**config.mk**
```make
export PLATFORM = sky130hd
export DESIGN_NAME = scan_decoder
export DESIGN_NICKNAME = d
export VERILOG_FILES = /design/src/rtl/decoder_pkg.sv /design/src/rtl/scan_decoder_phase_counter.sv /design/src/rtl/scan_decoder.sv
export SDC_FILE = /design/constraint.sdc
export NUM_CORES = 1
export LEC_CHECK = 0
export ABC_AREA = 1
export BUFFER_PORTS_ARGS = -buffer_cell sky130_fd_sc_hd__buf_4
export CAP_MARGIN = 20
export CELL_PAD_IN_SITES_DETAIL_PLACEMENT = 1
export CELL_PAD_IN_SITES_GLOBAL_PLACEMENT = 2
export CORE_MARGIN = 8
export CORE_UTILIZATION = 33
export CTS_CLUSTER_DIAMETER = 120
export DETAILED_ROUTE_END_ITERATION = 12
export PLACE_DENSITY_LB_ADDON = 0.1
export SLEW_MARGIN = 20
export SYNTH_ARGS = -nofsm -noshare
export SYNTH_HDL_FRONTEND = slang
export SYNTH_SLANG_ARGS = --single-unit
```
**constraint.sdc**
```tcl
create_clock -name clk -period 6.1 [get_ports clk]
set_input_delay 0.61 -clock clk [delete_from_list [all_inputs] [get_ports clk]]
set_output_delay 0.61 -clock clk [all_outputs]
set_load 0.02 [all_outputs]
```
**src/rtl/decoder_pkg.sv**
```systemverilog
// Shared definitions for the scan decoder block.
//   state_e     : control FSM states (IDLE, DIRECT, SCAN_ACT, SCAN_BLANK)
//   EN_ACTIVE   : the only enable-group value {G1, G2A_n, G2B_n} that enables the block
//   onehot_low  : active-low one-hot vector for an index, index k mapped to bit n-1-k
package decoder_pkg;

  localparam int MAX_SEL_W = 8;
  localparam int MAX_N     = 1 << MAX_SEL_W;

  localparam logic [2:0] EN_ACTIVE = 3'b100;

  typedef enum logic [1:0] {
    IDLE       = 2'd0,
    DIRECT     = 2'd1,
    SCAN_ACT   = 2'd2,
    SCAN_BLANK = 2'd3
  } state_e;

  localparam logic [MAX_N-1:0] LSB_ONE = {{(MAX_N-1){1'b0}}, 1'b1};

  // Returns a MAX_N-wide vector; callers truncate to their own output count n.
  // Index 0 lands on bit n-1 so it drives the MSB of the caller's output.
  function automatic logic [MAX_N-1:0] onehot_low(input int unsigned index,
                                                  input int unsigned n);
    logic [MAX_N-1:0] v;
    if (index < n) begin
      v = ~(LSB_ONE << (n - 32'd1 - index));
    end else begin
      v = {MAX_N{1'b1}};
    end
    return v;
  endfunction

endpackage

```
**src/rtl/scan_decoder_phase_counter.sv**
```systemverilog
// Loadable down-counter used to time both the dwell and the blanking phase.
// It is loaded with (length - 1) and counts down to zero; o_done is high while
// the count is zero, i.e. on the last cycle of the current phase.
//   clk, rst_n  : clock, asynchronous active-low reset
//   i_clear     : force count to zero (highest priority)
//   i_load      : load i_load_val
//   i_load_val  : CNT_W-bit load value
//   i_dec       : decrement by one (ignored at zero)
//   o_done      : count is zero
module phase_counter #(
  parameter int CNT_W = 16
) (
  input  logic             clk,
  input  logic             rst_n,
  input  logic             i_clear,
  input  logic             i_load,
  input  logic [CNT_W-1:0] i_load_val,
  input  logic             i_dec,
  output logic             o_done
);

  logic [CNT_W-1:0] r_count;

  // Count register: clear, then load, then decrement.
  always_ff @(posedge clk or negedge rst_n) begin
    if (!rst_n) begin
      r_count <= {CNT_W{1'b0}};
    end else if (i_clear) begin
      r_count <= {CNT_W{1'b0}};
    end else if (i_load) begin
      r_count <= i_load_val;
    end else if (i_dec && (r_count != {CNT_W{1'b0}})) begin
      r_count <= r_count - CNT_W'(1);
    end else begin
      r_count <= r_count;
    end
  end

  assign o_done = (r_count == {CNT_W{1'b0}});

endmodule

```
**src/rtl/scan_decoder.sv**
```systemverilog
// Registered N-to-2^N decoder with active-low outputs, 74x138-style enable
// gating and an auto-scan mode with programmable dwell and blanking gap.
//   clk, rst_n : clock, asynchronous active-low reset
//   en         : {G1, G2A_n, G2B_n}; enabled only when en == 3'b100
//   mode       : 0 = direct decode of sel_in, 1 = auto-scan
//   sel_in     : select index in direct mode
//   dwell      : active cycles per index in scan mode (0 behaves as 1)
//   blank      : all-inactive cycles between indices in scan mode (0 = none)
//   y          : active-low selects, index k drives y[N-1-k]
//   cur_sel    : index being driven, 0 when nothing is driven
//   active     : exactly one y bit is low
//   frame      : one-cycle pulse when the scan wraps from N-1 back to 0
module scan_decoder
  import decoder_pkg::*;
#(
  parameter  int SEL_W = 3,
  parameter  int CNT_W = 16,
  localparam int N     = 1 << SEL_W
) (
  input  logic             clk,
  input  logic             rst_n,
  input  logic [2:0]       en,
  input  logic             mode,
  input  logic [SEL_W-1:0] sel_in,
  input  logic [CNT_W-1:0] dwell,
  input  logic [CNT_W-1:0] blank,
  output logic [N-1:0]     y,
  output logic [SEL_W-1:0] cur_sel,
  output logic             active,
  output logic             frame
);

  state_e           r_state;
  state_e           w_state_nxt;
  logic [SEL_W-1:0] r_idx;
  logic [SEL_W-1:0] w_idx_nxt;
  logic [SEL_W-1:0] w_idx_inc;
  logic             w_wrap;

  logic [CNT_W-1:0] w_dwell_m1;
  logic [CNT_W-1:0] w_blank_m1;
  logic             w_cnt_clear;
  logic             w_cnt_load;
  logic [CNT_W-1:0] w_cnt_load_val;
  logic             w_cnt_dec;
  logic             w_cnt_done;

  logic [N-1:0]     w_y_nxt;
  logic [SEL_W-1:0] w_cur_nxt;
  logic             w_active_nxt;
  logic [SEL_W-1:0] w_sel_pick;

  logic [N-1:0]     r_y;
  logic [SEL_W-1:0] r_cur_sel;
  logic             r_active;
  logic             r_frame;

  // A dwell of zero is stretched to one cycle.
  assign w_dwell_m1 = (dwell == {CNT_W{1'b0}}) ? {CNT_W{1'b0}} : (dwell - CNT_W'(1));
  assign w_blank_m1 = blank - CNT_W'(1);
  assign w_idx_inc  = r_idx + SEL_W'(1);

  phase_counter #(
    .CNT_W(CNT_W)
  ) u_phase (
    .clk       (clk),
    .rst_n     (rst_n),
    .i_clear   (w_cnt_clear),
    .i_load    (w_cnt_load),
    .i_load_val(w_cnt_load_val),
    .i_dec     (w_cnt_dec),
    .o_done    (w_cnt_done)
  );

  // FSM state and scan index register.
  always_ff @(posedge clk or negedge rst_n) begin
    if (!rst_n) begin
      r_state <= IDLE;
      r_idx   <= {SEL_W{1'b0}};
    end else begin
      r_state <= w_state_nxt;
      r_idx   <= w_idx_nxt;
    end
  end

  // Next-state logic; disable has priority over any mode change.
  always_comb begin
    w_state_nxt    = r_state;
    w_idx_nxt      = r_idx;
    w_wrap         = 1'b0;
    w_cnt_clear    = 1'b0;
    w_cnt_load     = 1'b0;
    w_cnt_load_val = {CNT_W{1'b0}};
    w_cnt_dec      = 1'b0;
    if (en != EN_ACTIVE) begin
      w_state_nxt = IDLE;
      w_idx_nxt   = {SEL_W{1'b0}};
      w_cnt_clear = 1'b1;
    end else if (!mode) begin
      w_state_nxt = DIRECT;
      w_idx_nxt   = {SEL_W{1'b0}};
      w_cnt_clear = 1'b1;
    end else begin
      case (r_state)
        SCAN_ACT: begin
          if (w_cnt_done) begin
            if (blank != {CNT_W{1'b0}}) begin
              w_state_nxt    = SCAN_BLANK;
              w_cnt_load     = 1'b1;
              w_cnt_load_val = w_blank_m1;
            end else begin
              w_state_nxt    = SCAN_ACT;
              w_idx_nxt      = w_idx_inc;
              w_wrap         = &r_idx;
              w_cnt_load     = 1'b1;
              w_cnt_load_val = w_dwell_m1;
            end
          end else begin
            w_cnt_dec = 1'b1;
          end
        end
        SCAN_BLANK: begin
          if (w_cnt_done) begin
            w_state_nxt    = SCAN_ACT;
            w_idx_nxt      = w_idx_inc;
            w_wrap         = &r_idx;
            w_cnt_load     = 1'b1;
            w_cnt_load_val = w_dwell_m1;
          end else begin
            w_cnt_dec = 1'b1;
          end
        end
        default: begin
          // From IDLE or DIRECT: a fresh scan always starts at index 0.
          w_state_nxt    = SCAN_ACT;
          w_idx_nxt      = {SEL_W{1'b0}};
          w_cnt_load     = 1'b1;
          w_cnt_load_val = w_dwell_m1;
        end
      endcase
    end
  end

  // Output values follow the state being entered, so outputs change on the
  // same edge as the state and never show two low bits.
  always_comb begin
    w_sel_pick   = {SEL_W{1'b0}};
    w_cur_nxt    = {SEL_W{1'b0}};
    w_active_nxt = 1'b0;
    case (w_state_nxt)
      DIRECT: begin
        w_sel_pick   = sel_in;
        w_cur_nxt    = sel_in;
        w_active_nxt = 1'b1;
      end
      SCAN_ACT: begin
        w_sel_pick   = w_idx_nxt;
        w_cur_nxt    = w_idx_nxt;
        w_active_nxt = 1'b1;
      end
      default: begin
        w_sel_pick   = {SEL_W{1'b0}};
        w_cur_nxt    = {SEL_W{1'b0}};
        w_active_nxt = 1'b0;
      end
    endcase
    if (w_active_nxt) begin
      w_y_nxt = N'(onehot_low(32'(w_sel_pick), N));
    end else begin
      w_y_nxt = {N{1'b1}};
    end
  end

  // Registered outputs.
  always_ff @(posedge clk or negedge rst_n) begin
    if (!rst_n) begin
      r_y       <= {N{1'b1}};
      r_cur_sel <= {SEL_W{1'b0}};
      r_active  <= 1'b0;
      r_frame   <= 1'b0;
    end else begin
      r_y       <= w_y_nxt;
      r_cur_sel <= w_cur_nxt;
      r_active  <= w_active_nxt;
      r_frame   <= w_wrap;
    end
  end

  assign y       = r_y;
  assign cur_sel = r_cur_sel;
  assign active  = r_active;
  assign frame   = r_frame;

endmodule
```
==> results.txt <==
----------------------------------------------------
[Routing]
  Wirelength, routed ... between 8000 and 9000 um
  Via-to-Cell Ratio ... just under 5
  Detailed-route DRC error count ... 0
  Detailed Route Iter0 Violations ... 76
  WL per Instance ... roughly 16 um
  Number of antenna-violating nets in the routed design ... 0
  Total iterations of the first detailed-routing run ... 4
  Via Count ... around 2700

[Timing]
  Number of failing hold endpoints at the final stage ... 0
  Final setup violating endpoints ... 0
  Max frequency ... between 0.3 and 0.4 GHz
  Transition time of the tightest slew-check pin ... about 0.50 ns
  RSZ-0062 raised after global routing ... no
  Worst clock skew ... ~0.0073 ns
  Worst-case headroom to the max-slew limit ... 0.6631
  Fin crit share ... 0.4102
  Max-slew violation total from the final report ... 0
  Fin crit period ... 2.502 ns
  Total Negative Setup Slacks ... 0 ns

[Finish]
  Layout cell share with drive strength beyond 1 ... 0.2242
  Post-route insts no fill ... 551
  Final Cell Area ... between 3000 and 4000 sq um
  Final net count ... slightly below 500
  Core utilization of the finished layout ... 0.4157
  Most frequent standard cell in the layout excluding fill and tap cells ... nand2_1
  Area growth from synthesis to layout ... 23.63%
  Final antenna diode count ... 0
  Commonest cells after routing, fill and taps aside ... nand2_1 (72), nor2_1 (58), buf_4 (53)

[Pwr]
  Leakage power ... 1.702 nW
  Clock network power share ... 0.415
  Sequential cell fraction of total power ... 0.377
  Maximum resistive drop on vdd ... around 0.11 mV
  Switching share of power ... 0.2808
  Total chip power ... ~0.62 mW
  Pint ... roughly 0.44 mW
  P per Cell Area ... between 150 and 200 nW/um^2
  Combinational share of power ... 0.208
  Switching power ... ~0.17 mW

[Synthesis]
  Leading register cell type out of synthesis ... dfrtp_1
  Post-synthesis cell type count ... 37
  Cell taking the most area after synthesis ... dfrtp_1
  Post-synthesis area per instance ... between 6 and 7 sq um
  Fraction of synthesized cell area taken by the top area cell type ... 0.2391
  Flip-flop and latch count after synthesis ... 34
  Yosys warning count ... 0
  Top post-synthesis cells by area ... dfrtp_1 (24%), nand2_1 (9.9%), nor2_1 (8.0%), dfstp_2 (7.7%), xor2_1 (7.1%)
  Async set or reset register ratio after synthesis ... 1.000
  Nets in the synthesized netlist ... about 440
  Syn Inst Count ... 389
  Part of the Yosys area used for sequential elements ... 0.3163
  Number of synthesized flops with an enable pin ... 0
  Syn Std Cell Area ... 2721 sq um

[Clocking]
  Clock tree from TritonCTS ... built
  Worst-skew pair later-pin latency ... 0.29 ns
  Buffer cell driving the clock tree root ... clkbuf_8
  CTS Hold Bufs ... 0
  Clock buffer count from CTS ... 5
  Bufs on Longest Clock Path ... 2
  Htree depth ... 2
  Number of setup buffers added after CTS ... 0
  # clock sinks ... 34
  Clock transition at the register clock pins on the worst setup and hold paths after CTS ... about 0.08 ns
  Post-cts resize count ... 0

[Floorplan]
  Area of the die ... between 10000 and 15000 sq um
  Die width ... 106.8 um
  Area of the core ... ~8100 sq um
  # rows ... 33
  Starting density of the core ... 0.3363
  # IOs ... 54
  Chip Height ... about 110 um

[Critical path]
  Data required time of the worst path ... 6.31 ns
  Worst-path maximum fanout ... 8
  Count of cells along the worst register-to-register path ... 13
  Arrival time of the worst setup path ... around 2.7 ns
  Classification of the worst setup path ... reg2reg
  Start of the worst register-to-register path ... u_phase.r_count[0]
  Critical register-to-register path endpoint ... y[1]
  Setup slack, reg-to-reg ... 3.60 ns
  Critical Path Source Type ... register
  Setup crit end kind ... register

[GRT]
  Initial antenna violation count ... 0
  Maximum number of pins on one net before global-route repair ... 35
  Vias in the first global route ... 2956
  Global-route wire length before repair ... ~15000 um
  GRT Overall Usage ... 0.1604
  Remaining Overflow, GRT ... 0

[Place]
  Post-Place Cell Area ... 3227 sq um
  Cell total after placement ... roughly 540
  Number of port buffers ... 53
  Placer Congestion ... ~0.8
  Hpwl dp ... between 7000 and 8000 um

[Run]
  Max-cap violations ... 0

[Run status]
  Status ... complete, no violations

[Min path]
  Path category of the worst min-delay check ... in2async

----------------------------------------------------
[final cells by class]
cell class	instances	area, sq um
Clock buffer	5	68.82
Clock inverter	3	68.82
Fill cell	1066	4728
Inverter	52	195.2
Multi-Input combinational cell	299	1642
Sequential cell	34	860.8
Tap cell	105	131.4
Timing Repair Buffer	53	397.9
[metrics by stage]
stage,setup slack [ns],hold WS [ns]
6_report,3.598,0.2640
5_1_grt,3.347,0.2901
4_1_cts,3.576,0.2713
3_5_place_dp,3.327,0.4731
3_3_place_gp,3.407,0.4601
2_1_floorplan,3.718,0.3144
[worst max-delay path, stage by stage (launching register included)]
cell and delay [ns]:
dfrtp_1 0.38, inv_1 0.12, ha_1 0.22, nand3_1 0.13
nor2_2 0.16, nand2_2 0.10, nor2_4 0.14, nand2_2 0.15
o211ai_1 0.12, nand2_1 0.10, ha_1 0.44, inv_1 0.14
nand2_1 0.15, nand3_1 0.09
[layer usage]
metal / part of all wire / vias up / global-route usage
met3: 0.030 / 7 / 0.02400
met5: 0 / - / 0
met2: 0.46 / 50 / 0.2589
met4: 0.011 / 0 / 0.04221
li1: - / 1372 / -
met1: 0.50 / 1251 / 0.2178
[cells in the mapped netlist (2+ instances only)]
cell / count
a31oi_1: 3
dfrtp_1: 26
xnor2_1: 5
a211oi_1: 3
nand3b_1: 4
o211ai_1: 4
nand3_1: 38
a21oi_2: 2
nor2_4: 3
nor3_2: 2
nor3_1: 6
inv_1: 50
nand2_2: 11
o21ai_0: 13
dfstp_2: 8
nand4_1: 7
o22ai_1: 3
xor2_1: 22
nand2_1: 72
buf_4: 2
a21oi_1: 17
inv_2: 2
nand3_2: 3
ha_1: 8
nor2_1: 58
nor2_2: 5
o21ai_1: 2
[sequential cells by signal, indices dropped and copies added, names as in the netlist]
register         flops
cur_sel              3
frame                1
r_idx                3
r_state              2
y                    8
u_phase.r_count     16
active               1
[worst max-delay path by stage]
stage	to	from	slack [ns]	cells past startpoint
after global routing	y[1]	u_phase.r_count[0]	3.35	13
final	y[1]	u_phase.r_count[0]	3.60	13
after detailed placement	y[4]	blank[0]	3.33	15
after floorplan	y[1]	blank[0]	3.72	14
after global placement	y[1]	blank[0]	3.41	15
after CTS	y[1]	u_phase.r_count[0]	3.58	13
[logic make-up (layout without fill, tap and decap cells)]
family,after synthesis,after routing,share of synthesized area
AND/OR/NAND/NOR,214,214,0.3692
buffers and inverters,56,113,0.08046
AO/OA/AOI/OAI,50,50,0.1103
flip-flops,34,34,0.3163
XOR/XNOR,27,27,0.08689
adder cells (fa/ha/maj),8,8,0.03678
[power by group through the flow]
stage / clock, mW / combinational [mW] / sequential (mW)
after floorplan: 0 / 0.0722 / 0.237
after global placement: 0 / 0.128 / 0.237
after detailed placement: 0 / 0.128 / 0.237
after CTS: 0.261 / 0.130 / 0.232
after global routing: 0.271 / 0.144 / 0.233
final: 0.255 / 0.128 / 0.232
(Power assumes the default switching activity.)
